File: src/rtl/keypad_if.sv
// Keypad scanner signal bundle: the controller uses the master view,
// while the keypad and key consumer use the slave view.
interface keypad_if;
    logic [3:0] row;
    logic [3:0] col;
    logic       key_valid;
    logic [3:0] key_code;
    logic       key_err;
    logic       busy;

    modport master (
        input  row,
        output col,
        output key_valid,
        output key_code,
        output key_err,
        output busy
    );

    modport slave (
        output row,
        input  col,
        input  key_valid,
        input  key_code,
        input  key_err,
        input  busy
    );
endinterface

File: src/rtl/keypad_scan_ctrl.sv
// 4x4 keypad column scanner with debounce, ghost/multi-key detection and registered strobes.
// Define KEYPAD_REPEAT_EN to add auto-repeat of a held single key.
module keypad_scan_ctrl #(
    parameter int unsigned SCAN_DIV   = 4,
    parameter int unsigned DEB_CYC    = 8,
    parameter int unsigned REPEAT_DLY = 64,
    parameter int unsigned REPEAT_PER = 16
) (
    input  logic     clk,
    input  logic     rst,
    keypad_if.master bus_io
);
    typedef enum logic [1:0] {
        SCAN     = 2'd0,
        DEBOUNCE = 2'd1,
        HELD     = 2'd2,
        RELEASE  = 2'd3
    } state_e;

    localparam logic [15:0] DIV_LAST = 16'(SCAN_DIV - 1);
    localparam logic [15:0] DEB_TGT  = 16'(DEB_CYC);

    function automatic logic [15:0] sat_inc(input logic [15:0] v);
        return (v == 16'hFFFF) ? v : v + 16'd1;
    endfunction

    function automatic logic is_one_hot(input logic [3:0] r);
        return (r != 4'd0) && ((r & (r - 4'd1)) == 4'd0);
    endfunction

    function automatic logic [1:0] row_index(input logic [3:0] r);
        logic [1:0] idx;
        idx = 2'd0;
        for (int i = 3; i >= 0; i--) begin
            if (r[i]) begin
                idx = 2'(i);
            end else begin
                idx = idx;
            end
        end
        return idx;
    endfunction

    state_e      state_q, state_d;
    logic [1:0]  col_idx_q, col_idx_d;
    logic [3:0]  col_q, col_d;
    logic [15:0] div_q, div_d;
    logic [15:0] cnt_q, cnt_d;
    logic [3:0]  pat_q, pat_d;
    logic [3:0]  key_code_q, key_code_d;
    logic        key_valid_q, key_valid_d;
    logic        key_err_q, key_err_d;
    logic        busy_q, busy_d;
    logic [15:0] cnt_inc;
`ifdef KEYPAD_REPEAT_EN
    localparam logic [15:0] DLY_TGT = 16'(REPEAT_DLY);
    localparam logic [15:0] PER_TGT = 16'(REPEAT_PER);
    logic [15:0] rep_q, rep_d;
    logic        rep_phase_q, rep_phase_d;
`endif

    // Next-state and output decode; strobes default low and only fire on entry to or within HELD.
    always_comb begin
        state_d     = state_q;
        col_idx_d   = col_idx_q;
        div_d       = div_q;
        cnt_d       = cnt_q;
        pat_d       = pat_q;
        key_code_d  = key_code_q;
        key_valid_d = 1'b0;
        key_err_d   = 1'b0;
        cnt_inc     = sat_inc(cnt_q);
`ifdef KEYPAD_REPEAT_EN
        rep_d       = 16'd0;
        rep_phase_d = 1'b0;
`endif
        case (state_q)
            SCAN: begin
                if (div_q >= DIV_LAST) begin
                    div_d = 16'd0;
                    if (bus_io.row != 4'd0) begin
                        pat_d   = bus_io.row;
                        cnt_d   = 16'd0;
                        state_d = DEBOUNCE;
                    end else begin
                        col_idx_d = col_idx_q + 2'd1;
                    end
                end else begin
                    div_d = sat_inc(div_q);
                end
            end
            DEBOUNCE: begin
                if (bus_io.row == pat_q) begin
                    cnt_d = cnt_inc;
                    if (cnt_inc >= DEB_TGT) begin
                        cnt_d   = 16'd0;
                        state_d = HELD;
                        if (is_one_hot(pat_q)) begin
                            key_valid_d = 1'b1;
                            key_code_d  = {row_index(pat_q), col_idx_q};
                        end else begin
                            key_err_d = 1'b1;
                        end
                    end else begin
                        state_d = DEBOUNCE;
                    end
                end else begin
                    // A bounce abandons this column and resumes scanning at the next one.
                    state_d   = SCAN;
                    col_idx_d = col_idx_q + 2'd1;
                    div_d     = 16'd0;
                    cnt_d     = 16'd0;
                end
            end
            HELD: begin
                if (bus_io.row == 4'd0) begin
                    state_d = RELEASE;
                    cnt_d   = 16'd0;
                end else begin
                    state_d = HELD;
`ifdef KEYPAD_REPEAT_EN
                    rep_d       = sat_inc(rep_q);
                    rep_phase_d = rep_phase_q;
                    if (is_one_hot(pat_q) &&
                        (sat_inc(rep_q) >= (rep_phase_q ? PER_TGT : DLY_TGT))) begin
                        key_valid_d = 1'b1;
                        rep_d       = 16'd0;
                        rep_phase_d = 1'b1;
                    end else begin
                        key_valid_d = 1'b0;
                    end
`endif
                end
            end
            RELEASE: begin
                if (bus_io.row == 4'd0) begin
                    cnt_d = cnt_inc;
                    if (cnt_inc >= DEB_TGT) begin
                        state_d   = SCAN;
                        col_idx_d = 2'd0;
                        div_d     = 16'd0;
                        cnt_d     = 16'd0;
                    end else begin
                        state_d = RELEASE;
                    end
                end else begin
                    state_d = HELD;
                    cnt_d   = 16'd0;
                end
            end
            default: begin
                state_d   = SCAN;
                col_idx_d = 2'd0;
                div_d     = 16'd0;
                cnt_d     = 16'd0;
            end
        endcase
        col_d  = 4'b0001 << col_idx_d;
        busy_d = (state_d != SCAN);
    end

    // State and registered outputs; reset aborts any pending strobe and restarts at column 0.
    always_ff @(posedge clk or posedge rst) begin
        if (rst) begin
            state_q     <= SCAN;
            col_idx_q   <= 2'd0;
            col_q       <= 4'b0001;
            div_q       <= 16'd0;
            cnt_q       <= 16'd0;
            pat_q       <= 4'd0;
            key_code_q  <= 4'd0;
            key_valid_q <= 1'b0;
            key_err_q   <= 1'b0;
            busy_q      <= 1'b0;
`ifdef KEYPAD_REPEAT_EN
            rep_q       <= 16'd0;
            rep_phase_q <= 1'b0;
`endif
        end else begin
            state_q     <= state_d;
            col_idx_q   <= col_idx_d;
            col_q       <= col_d;
            div_q       <= div_d;
            cnt_q       <= cnt_d;
            pat_q       <= pat_d;
            key_code_q  <= key_code_d;
            key_valid_q <= key_valid_d;
            key_err_q   <= key_err_d;
            busy_q      <= busy_d;
`ifdef KEYPAD_REPEAT_EN
            rep_q       <= rep_d;
            rep_phase_q <= rep_phase_d;
`endif
        end
    end

    assign bus_io.col       = col_q;
    assign bus_io.key_valid = key_valid_q;
    assign bus_io.key_code  = key_code_q;
    assign bus_io.key_err   = key_err_q;
    assign bus_io.busy      = busy_q;
endmodule

File: src/flat_wrapper.sv
// flat-port wrapper written by rule: the top's interface ports become plain ports
module keypad_scan_ctrl_flat 
#(
    parameter int unsigned SCAN_DIV   = 4,
    parameter int unsigned DEB_CYC    = 8,
    parameter int unsigned REPEAT_DLY = 64,
    parameter int unsigned REPEAT_PER = 16
)
  (clk, rst, bus_io_row, bus_io_col, bus_io_key_valid, bus_io_key_code, bus_io_key_err, bus_io_busy);
  keypad_if bus_io_i ();
  input  logic clk;
  input  logic rst;
  input wire logic [$bits(bus_io_i.row)-1:0] bus_io_row;
  output wire logic [$bits(bus_io_i.col)-1:0] bus_io_col;
  output wire logic [$bits(bus_io_i.key_valid)-1:0] bus_io_key_valid;
  output wire logic [$bits(bus_io_i.key_code)-1:0] bus_io_key_code;
  output wire logic [$bits(bus_io_i.key_err)-1:0] bus_io_key_err;
  output wire logic [$bits(bus_io_i.busy)-1:0] bus_io_busy;
  assign bus_io_i.row = bus_io_row;
  assign bus_io_col = bus_io_i.col;
  assign bus_io_key_valid = bus_io_i.key_valid;
  assign bus_io_key_code = bus_io_i.key_code;
  assign bus_io_key_err = bus_io_i.key_err;
  assign bus_io_busy = bus_io_i.busy;
  keypad_scan_ctrl #(.SCAN_DIV(SCAN_DIV), .DEB_CYC(DEB_CYC), .REPEAT_DLY(REPEAT_DLY), .REPEAT_PER(REPEAT_PER)) u_core (.clk(clk), .rst(rst), .bus_io(bus_io_i));
endmodule
File: config.mk
export PLATFORM = sky130hd
export DESIGN_NAME = keypad_scan_ctrl_flat
export DESIGN_NICKNAME = d
export VERILOG_FILES = /design/src/rtl/keypad_if.sv /design/src/rtl/keypad_scan_ctrl.sv /design/src/flat_wrapper.sv
export SDC_FILE = /design/constraint.sdc
export NUM_CORES = 1
export LEC_CHECK = 0
export ABC_AREA = 0
export BUFFER_PORTS_ARGS = -buffer_cell sky130_fd_sc_hd__buf_4
export CORE_ASPECT_RATIO = 1.2
export CORE_MARGIN = 5
export CORE_UTILIZATION = 50
export CTS_BUF_LIST = sky130_fd_sc_hd__clkbuf_8 sky130_fd_sc_hd__clkbuf_16
export DETAILED_ROUTE_END_ITERATION = 6
export PLACE_DENSITY = 0.68
export SYNTH_ARGS = -nofsm -noshare
export SYNTH_HDL_FRONTEND = slang
export SYNTH_SLANG_ARGS = --single-unit
export TNS_END_PERCENT = 30
File: constraint.sdc
create_clock -name clk -period 3.85 [get_ports clk]
set_clock_uncertainty 0.2 [all_clocks]
set_input_delay 0.5775 -clock clk [delete_from_list [all_inputs] [get_ports clk]]
set_output_delay 0.5775 -clock clk [all_outputs]
set_load 0.005 [all_outputs]
==> results.json, run 1 <==
{
  "synthMuxAreaShare": 0.0490,
  "die_w_um": 75.5,
  "p_leak_nw": 1.22,
  "grt_pass1_vias": 1758,
  "place_hpwl_um": 3360,
  "yosysMostFrequentCell": "dfrtp_1",
  "drc": 0,
  "hold_path_class": "reg -> reg",
  "gp_congestion": 0.849,
  "avgSynthCellArea_sq_um": 10.1,
  "cts_hold_buf": 0,
  "n_fill_cell": 445,
  "syn_to_final_growth_pct": 10.3,
  "tns_ps": 0,
  "synth_largest_area_cell": "dfrtp_1",
  "cts_root_buffer": "clkbuf_8",
  "wire_per_inst_um": 14.4,
  "nNetsFinal": 276,
  "grt_pass1_wl_um": 8260,
  "critPathArrivalTime_ps": 3120,
  "status": "finished, final reports clean",
  "synth_top_flop_cell": "dfrtp_1",
  "synth_fa_ha_area_frac": 0.00971,
  "synth.top_cells.by_count": "50 x dfrtp_1, 22 x and2_1, 17 x inv_1",
  "synth_top_cells_by_area": "dfrtp_1 49%, and2_1 5.3%, a21oi_1 3.1%, xnor2_1 2.7%, inv_1 2.5%",
  "max_freq_mhz": 318,
  "multi_input_area_sq_um": 1190,
  "synth_area_sq_um": 2580,
  "critPathRequiredTime_ps": 3820,
  "yosys.area_share.simple": 0.203,
  "postCtsResizedCells": 0,
  "hp-start": "u_core.cnt_q[14]",
  "worstReg2RegStart": "u_core.cnt_q[0]",
  "ys_warn_count": 0,
  "clock_latency_ps": 310,
  "yosysSeqAreaShare": 0.496,
  "synth_top_family_by_area": "simple AND/OR/NAND/NOR gates",
  "fin_crit_ps": 3140,
  "detail_route.first_pass.iterations": 4,
  "grt_use_total": 0.159,
  "worstPathMaxFanout": 14,
  "hold_viol_final": 0,
  "slew_violations": 0,
  "htree_levels": 2,
  "vdd_ir_drop_max_mv": 0.308,
  "clkSinkCount": 51,
  "via_count": 1870,
  "start_util": 0.518,
  "synth-edff-count": 0,
  "wl_um": 4740,
  "ff_latch_area_sq_um": 1280,
  "ys_ff_latch": 51,
  "worstSetupStartpoint": "u_core.cnt_q[0]",
  "cp-start-kind": "flop",
  "antennaDiodeCount": 0,
  "port_buffers": 16,
  "num_rows": 28,
  "crit_path_end_kind": "flop",
  "max-slew-margin-rel": 0.306,
  "async_flop_share": 1.00,
  "grt_max_degree": 52,
  "synth_top_area_share": 0.485,
  "drive_above_1_share": 0.156,
  "ant_nets": 0,
  "synth-compound-area-share": 0.172,
  "cellPowerDensity_nw_per_um2": 508,
  "setup_violations": 0,
  "die_y_um": 88.7,
  "dieArea_sq_um": 6700,
  "drtIter0Drc": 116,
  "cts_tree": "built",
  "rsz0062_at_grt": "no",
  "cts_setup_buffers": 0,
  "antenna_found_initial": 0,
  "vias_per_cell": 5.68,
  "finalCritPeriodShare": 0.817,
  "ios": 17,
  "grt_overflow": 0,
  "synth_cells": 254,
  "cts_made_buffers": 5,
  "worstMarginPinSlew_ps": 1040,
  "synth_cell_types": 52,
  "synth_nets": 262,
  "core-area_sq_um": 4970,
  "clk_path_buf_depth": 2,
  "max_cap_violations": 0,
  "path_class": "reg -> reg",
  "synthXorXnorAreaFrac": 0.0272,
  "fin_worst_hold_slack_ps": 315,
  "cts.clk_slew.worst_paths_ps": 80
}
==> placed cells by master, fill, tap and decap left out, drive strengths merged, types with 3 or more instances in the layout <==
cell type / count
dfrtp: 50
and2: 22
buf: 18
inv: 17
a21oi: 16
nand2: 15
nor2: 11
o21ai: 10
xnor2: 8
nor3: 8
nand3: 7
o2111ai: 7
clkbuf: 7
nor4: 7
mux2: 7
nand4: 6
o211ai: 5
mux2i: 4
nand2b: 4
and3: 3
a22o: 3
and4: 3
==> routing by layer <==
layer,track usage,vias up,part of all wire,wire length [um]
met5,0,-,0,0
met4,0.0572,0,0.017,80
met1,0.201,897,0.47,2200
met3,0.0375,5,0.029,139
met2,0.265,21,0.49,2310
li1,-,947,-,-
==> kinds of logic (layout without fill, tap and decap cells) <==
| family | after synthesis | after routing |
|---|---|---|
| adders and majority gates | 2 | 2 |
| buffers and inverters | 28 | 43 |
| xor gates and xnor gates | 8 | 8 |
| and+or+nand+nor | 92 | 92 |
| DFF | 51 | 51 |
| muxes | 11 | 11 |
| AOI/OAI and AO/OA | 62 | 62 |
==> critical path: stages, from the launching register on <==
cell      delay, ps
dfrtp_1         430
ha_1            240
and3_1          220
o211a_1         130
a211oi_1        320
nor4_1          120
a21oi_1         760
o22a_1          520
a21oi_1          80
==> where the power goes <==
part           internal [W]  switching [W]
Sequential         0.000612       0.000108
Combinational      0.000187       0.000198
Clock              0.000164       0.000175
Total              0.000963       0.000481
==> worst paths after layout <==
path	to	slack, ps	cells after the start
min in group asynchronous	u_core.div_q[14]	320	2
max in group asynchronous	u_core.cnt_q[7]	2490	2
min reg2reg	u_core.cnt_q[14]	310	1
max reg2reg	u_core.div_q[9]	710	8
max	u_core.div_q[9]	710	8
min	u_core.cnt_q[14]	310	1
==> flip-flops by register name, summed over array words and instances (netlist names), 2 cells and up <==
name and cells:
u_core.bus_io.col 4, u_core.bus_io.key_code 4, u_core.cnt_q 16, u_core.col_idx_q 2, u_core.div_q 16, u_core.pat_q 4
u_core.state_q 2
==> per-stage QoR <==
step,instance area [sq um],instances,setup WS (ps),power (W),utilization
final,2840,329,706,0.00144,0.572
after global routing,2840,329,401,0.00154,0.572
after detailed placement,2740,321,699,0.00112,0.551
after floorplan,2580,254,1190,0.00103,-
after CTS,2840,329,680,0.00147,0.572
after global placement,2740,321,791,0.00111,0.551
==> final cells by class <==
class                      instances  share of cell area
sequential                        51               0.449
multi-input combinational        175               0.418
timing repair buffer              18              0.0475
clock buffer                       7              0.0339
tap                               60              0.0264
inverter                          17              0.0224
clock inverter                     1             0.00264
Note: power is estimated with default switching activity, not from simulation.
==> inputs of run 2 (changes only) <==
--- a/config.mk
+++ b/config.mk
@@ -5,7 +5,7 @@
 export SDC_FILE = /design/constraint.sdc
 export NUM_CORES = 1
 export LEC_CHECK = 0
-export ABC_AREA = 0
+export ABC_AREA = 1
 export BUFFER_PORTS_ARGS = -buffer_cell sky130_fd_sc_hd__buf_4
 export CORE_ASPECT_RATIO = 1.2
 export CORE_MARGIN = 5
==> constraint.sdc (replaced) <==
create_clock -name clk -period 2.9 [get_ports clk]
set_clock_uncertainty 0.2 [all_clocks]
set_input_delay 0.435 -clock clk [delete_from_list [all_inputs] [get_ports clk]]
set_output_delay 0.435 -clock clk [all_outputs]
set_load 0.005 [all_outputs]
==> run 2 against run 1 <==
Effect of this change: via count is 17% higher; die area is 6.3% higher; clock power increased by 48%; critical path type unchanged; critical endpoint is now u_core.div_q[13].
==> results.json, run 2 <==
{
  "status": "finished, final reports clean",
  "grt_pass1_vias": 2128,
  "start_util": 0.518,
  "dp_cells": 441,
  "ys_ff_latch": 51,
  "max-slew-margin-rel": 0.573,
  "ant_nets": 0,
  "grt_overflow": 0,
  "avgSynthCellArea_sq_um": 7.61,
  "num_rows": 29,
  "path_class": "reg -> reg",
  "drive_above_1_share": 0.194,
  "antennaDiodeCount": 0,
  "r2r_end": "u_core.div_q[13]",
  "max_cap_violations": 0,
  "critPathArrivalTime_ps": 2470,
  "worstPathMaxFanout": 12,
  "htree_levels": 2,
  "synth_top_area_share": 0.453,
  "cpMaxStageDelayCell": "dfrtp_1",
  "drtIter0Drc": 125,
  "wire_per_inst_um": 11.9,
  "cts_tree": "built",
  "worstReg2RegStart": "u_core.cnt_q[0]",
  "worst_r2r_path_depth": 12,
  "vias_per_cell": 4.86,
  "cts.clk_slew.worst_paths_ps": 90,
  "synth_largest_area_cell": "dfrtp_1",
  "drc": 0,
  "final_common_cell": "nand2_1",
  "cellPowerDensity_nw_per_um2": 682,
  "detail_route.first_pass.iterations": 4,
  "setup_violations": 0,
  "crit_path_end_kind": "flop",
  "cp-start-kind": "flop",
  "crit_chain": "ha_1 -> nand3_2 -> nor2_2 -> nor2_1 -> nor2_1 -> nand3_1 -> nor3_2 -> nand4_1 -> nand3_2 -> buf_4 -> nand2_1 -> inv_1",
  "yosysSeqAreaShare": 0.462,
  "vdd_ir_drop_max_mv": 0.477,
  "wl_um": 5330,
  "ios": 17,
  "cts_setup_buffers": 0,
  "dieArea_sq_um": 7120,
  "synth_nets": 371,
  "synth_area_sq_um": 2760,
  "instances_no_fill": 449,
  "gr-max-usage-layer": "met2",
  "core-area_sq_um": 5330,
  "synth.top_cells.by_count": "93 x nand2_1, 63 x inv_1, 50 x dfrtp_1",
  "place_hpwl_um": 4080,
  "cts_made_buffers": 5,
  "ys_warn_count": 0,
  "grt_max_degree": 31,
  "grt_use_met3": 0.0376,
  "clkSinkCount": 51,
  "clock_latency_ps": 300,
  "grt_util_met1": 0.200,
  "synth_top_cells_by_area": "dfrtp_1 45%, nand2_1 13%, inv_1 8.6%, nor2_1 4.9%, nand2_2 4.3%",
  "synth_cell_types": 32,
  "met2_usage": 0.276,
  "antenna_found_initial": 0,
  "yosysMostFrequentCell": "nand2_1",
  "cts_root_buffer": "clkbuf_8",
  "n_fill_cell": 483,
  "synth_top_flop_cell": "dfrtp_1",
  "reg_top3": "u_core.cnt_q (16), u_core.div_q (16)",
  "max_freq_mhz": 413,
  "synth-edff-count": 0,
  "async_flop_share": 1.00,
  "synth_cells": 363,
  "hold_path_class": "in -> async",
  "setup_slack_ps": 477,
  "syn_to_final_growth_pct": 10.9,
  "clk_path_buf_depth": 2,
  "cts_hold_buf": 0,
  "regToRegSetupSlack_ps": 480,
  "p_leak_nw": 1.79,
  "nNetsFinal": 394,
  "dp_slack_ps": 505,
  "die_y_um": 91.4,
  "postCtsResizedCells": 0,
  "grt_use_total": 0.164,
  "grt_pass1_wl_um": 9490,
  "finalCritPeriodShare": 0.836,
  "slowest_delay_ps": 430,
  "worstSetupStartpoint": "u_core.cnt_q[0]",
  "slew_violations": 0,
  "critPathRequiredTime_ps": 2950,
  "hold_viol_final": 0,
  "via_count": 2182,
  "fin_crit_ps": 2420,
  "tns_ps": 0,
  "rsz0062_at_grt": "no",
  "die_w_um": 77.9,
  "final_cell_mix": "93 x nand2_1, 62 x inv_1, 50 x dfrtp_1",
  "port_buffers": 16,
  "worstMarginPinSlew_ps": 639,
  "gp_congestion": 0.881
}
==> run 2: cell count changes in the layout (fill, tap and decap cells not counted), sizes merged, moves of 5 or more <==
cell,previous run,this run
nand2,15,112
inv,17,77
nor2,11,41
and2,22,1
nand3,7,24
a21oi,16,8
mux2,7,0
o2111ai,7,0
xnor2,8,1
xor2,0,6
nor3,8,3
==> run 2: cells by family after synthesis <==
group,synth area share
adder cells (fa/ha/maj),0.00906
flip-flops,0.462
AND/OR/NAND/NOR,0.330
AO/OA/AOI/OAI,0.0584
buffers and inverters,0.118
XOR/XNOR,0.0222
==> run 2: stage by stage <==
| stage | util | power [W] | hold WS [ps] | cell area, sq um |
|---|---|---|---|---|
| after global routing | 0.574 | 0.00227 | 63.3 | 3060 |
| final | 0.574 | 0.00209 | 18.4 | 3060 |
| after detailed placement | 0.552 | 0.00160 | 253 | 2950 |
| after floorplan | - | 0.00147 | 237 | 2760 |
| after global placement | 0.552 | 0.00159 | 253 | 2950 |
| after CTS | 0.574 | 0.00212 | 28.7 | 3060 |
==> run 2: critical path, delay by kind of cell, from the launching register on <==
kind	cells	cell delay, ps
adder cells (fa/ha/maj)	1	270
buffers and inverters	2	290
flip-flops	1	430
AND/OR/NAND/NOR	9	1190
==> run 2: worst max-delay path by stage <==
stage | cells after the start | to | slack, ps
floorplan | 12 | u_core.div_q[10] | 770
global placement | 11 | u_core.div_q[12] | 570
detailed placement | 11 | u_core.div_q[12] | 510
CTS | 11 | u_core.div_q[12] | 490
global route | 12 | u_core.div_q[15] | 240
finish | 12 | u_core.div_q[13] | 480
==> run 2: layout make-up <==
cell class | instances | area (sq um) | area share
Multi-Input combinational cell | 232 | 1160 | 0.379
Tap cell | 62 | 77.6 | 0.0253
Inverter | 77 | 289 | 0.0943
Clock inverter | 2 | 35.0 | 0.0114
Sequential cell | 51 | 1280 | 0.417
Clock buffer | 6 | 82.6 | 0.0269
Timing Repair Buffer | 19 | 143 | 0.0465
==> run 2: where the power goes <==
part           leakage [nW]  switching [W]  internal (W)
combinational          1.05       0.000450      0.000240
sequential            0.686      0.0000830      0.000817
clock                0.0612       0.000221      0.000279
==> run 2: layer usage <==
metal  routed length (um)  vias to the layer above
li1                     -                     1151
met1                 2370                      982
met2                 2650                       39
met3                  194                       10
met5                    0                        -
met4                  117                        0
==> inputs of run 3 (changes only) <==
--- a/config.mk
+++ b/config.mk
@@ -5,14 +5,14 @@
 export SDC_FILE = /design/constraint.sdc
 export NUM_CORES = 1
 export LEC_CHECK = 0
-export ABC_AREA = 1
+export ABC_AREA = 0
 export BUFFER_PORTS_ARGS = -buffer_cell sky130_fd_sc_hd__buf_4
 export CORE_ASPECT_RATIO = 1.2
 export CORE_MARGIN = 5
 export CORE_UTILIZATION = 50
 export CTS_BUF_LIST = sky130_fd_sc_hd__clkbuf_8 sky130_fd_sc_hd__clkbuf_16
 export DETAILED_ROUTE_END_ITERATION = 6
-export PLACE_DENSITY = 0.68
+export PLACE_DENSITY = 0.7
 export SYNTH_ARGS = -nofsm -noshare
 export SYNTH_HDL_FRONTEND = slang
 export SYNTH_SLANG_ARGS = --single-unit
==> constraint.sdc (replaced) <==
create_clock -name clk -period 2.2 [get_ports clk]
set_clock_uncertainty 0.2 [all_clocks]
set_input_delay 0.33 -clock clk [delete_from_list [all_inputs] [get_ports clk]]
set_output_delay 0.33 -clock clk [all_outputs]
set_load 0.005 [all_outputs]
==> run 3 against run 2 <==
Effect of this change: the flow now finishes with violations (negative setup slack); count of clock-buffer cells in the layout fell by 1; final area rose by 8.5%; first-iteration DRC count fell by 44%; clock power barely moved; critical path depth fell by 4.
==> results.json, run 3 (synthesis gave the netlist of run 1 again) <==
{
  "worstReg2RegStart": "u_core.cnt_q[0]",
  "grt_use_total": 0.171,
  "antennaDiodeCount": 0,
  "fin_crit_ps": 2560,
  "status": "finished with violations",
  "worst_r2r_path_depth": 8,
  "grt_overflow": 0,
  "worstPathMaxFanout": 4,
  "hold_viol_final": 0,
  "cts_setup_buffers": 0,
  "tns_ps": -7580,
  "gp_congestion": 0.844,
  "die_w_um": 75.5,
  "max_cap_violations": 0,
  "core-area_sq_um": 4970,
  "slew_violations": 0,
  "place_area_sq_um": 3070,
  "cts_root_buffer": "clkbuf_8",
  "clkSinkCount": 51,
  "clk_path_buf_depth": 2,
  "num_rows": 28,
  "final_cell_mix": "52 x buf_4, 50 x dfrtp_1, 22 x and2_1",
  "setup_slack_ps": -364,
  "regToRegSetupSlack_ps": -360,
  "via_count": 2039,
  "crit_path_end_kind": "flop",
  "critPathRequiredTime_ps": 2200,
  "clock_latency_ps": 300,
  "critPathBufInv": 0,
  "place_hpwl_um": 3780,
  "drc": 0,
  "finalCritPeriodShare": 1.17,
  "slowest_delay_ps": 520,
  "violations": "negative setup slack",
  "grt_pass1_vias": 1945,
  "cp_top_family": "simple AND/OR/NAND/NOR gates",
  "cp-start-kind": "flop",
  "drive_above_1_share": 0.320,
  "cpMaxStageDelayCell": "or4_4",
  "die_y_um": 88.7,
  "nNetsFinal": 316,
  "hold_path_class": "in -> reg",
  "port_buffers": 16,
  "grt_max_degree": 40,
  "cp_num_cells": 8,
  "cellPowerDensity_nw_per_um2": 818,
  "ios": 17,
  "final_common_cell": "buf_4",
  "worstSetupStartpoint": "u_core.cnt_q[0]",
  "syn_to_final_growth_pct": 29.0,
  "rsz0062_at_grt": "yes",
  "wire_per_inst_um": 14.5,
  "cts.clk_slew.worst_paths_ps": 90,
  "cts_made_buffers": 5,
  "ant_nets": 0,
  "htree_levels": 2,
  "cts_tree": "built",
  "max-slew-margin-rel": 0.702,
  "start_util": 0.518,
  "antenna_found_initial": 0,
  "fin_area_sq_um": 3330,
  "crit_chain": "ha_4 -> and3_4 -> a311oi_2 -> a211oi_2 -> or4_4 -> o211ai_4 -> nor2_4 -> mux2_4",
  "worstMarginPinSlew_ps": 446,
  "max_freq_mhz": 390,
  "wl_um": 5360,
  "setup_violations": 34,
  "p_leak_nw": 1.44,
  "path_class": "reg -> reg",
  "dieArea_sq_um": 6700,
  "detail_route.first_pass.iterations": 4,
  "reg_top3": "u_core.cnt_q (16), u_core.div_q (16)",
  "grt_pass1_wl_um": 8950,
  "critPathArrivalTime_ps": 2560,
  "vias_per_cell": 5.53,
  "r2r_end": "u_core.bus_io.key_code[0]",
  "drtIter0Drc": 70,
  "endpoint": "u_core.bus_io.key_code[0]",
  "vdd_ir_drop_max_mv": 0.546
}
==> run 3: cell count changes in the layout (fill, tap and decap cells not counted), moves of 6 or more <==
| cell | before | now |
|---|---|---|
| and2_1 | 1 | 22 |
| buf_4 | 19 | 52 |
| inv_1 | 62 | 18 |
| inv_2 | 15 | 1 |
| nand2_1 | 93 | 15 |
| nand2_2 | 19 | 0 |
| nand3_1 | 19 | 6 |
| nor2_1 | 36 | 9 |
| xnor2_1 | 1 | 8 |
| xor2_1 | 6 | 0 |
==> run 3: final cells by class <==
type | count | area, sq um
fill | 399 | 1650
multi-input combinational | 176 | 1370
sequential | 51 | 1280
timing repair buffer | 57 | 454
tap | 60 | 75.1
clock buffer | 5 | 68.8
inverter | 17 | 63.8
clock inverter | 3 | 12.5
==> run 3: worst min path at each step <==
stage	startpoint	endpoint	slack, ps	depth (start not counted)
detailed placement	rst	u_core.cnt_q[13]	110	2
finish	bus_io_row[3]	u_core.pat_q[3]	80	2
global placement	rst	u_core.cnt_q[13]	100	2
global route	bus_io_row[1]	u_core.pat_q[1]	70	2
floorplan	u_core.cnt_q[15]	u_core.cnt_q[15]	280	1
CTS	bus_io_row[3]	u_core.pat_q[3]	80	2
==> run 3: metrics by stage <==
stage | power, W | instances | hold slack (ps) | util | setup slack (ps)
after floorplan | 0.00182 | 254 | 277 | - | -372
after global placement | 0.00214 | 358 | 102 | 0.616 | -324
after detailed placement | 0.00216 | 358 | 105 | 0.616 | -411
after CTS | 0.00267 | 367 | 79.8 | 0.638 | -342
after global routing | 0.00292 | 369 | 69.2 | 0.669 | -472
final | 0.00272 | 369 | 82.3 | 0.669 | -364
==> run 3: what timing repair did <==
item / 4_1_cts / 5_1_grt
hold buffers: 1 / 0
gates cloned: 0 / 2
endpoints found under the hold margin: 12 / 0
pin swaps: 3 / 10
endpoints found under the setup margin: 34 / 51
gates resized for setup: 4 / 24
==> run 3: worst reg2reg max path, delay by kind of cell (launching register included) <==
kind            cells  cell delay (ps)
compound gates      3              570
fa+ha+maj           1              190
flops               1              420
mux                 1              300
simple gates        3              790
==> run 3: per-layer routing <==
metal  global-route usage  up-vias  wire length [um]
met5                    0        -                 0
met4               0.0461        0                52
met3               0.0375        5               130
met2                0.292       19              2830
met1                0.218      982              2350
li1                     -     1033                 -
==> run 3: report_power, final <==
| part | internal [W] | leakage [nW] | switching, W |
|---|---|---|---|
| Sequential | 0.00107 | 0.678 | 0.000103 |
| Combinational | 0.000518 | 0.708 | 0.000523 |
| Clock | 0.000215 | 0.0505 | 0.000289 |
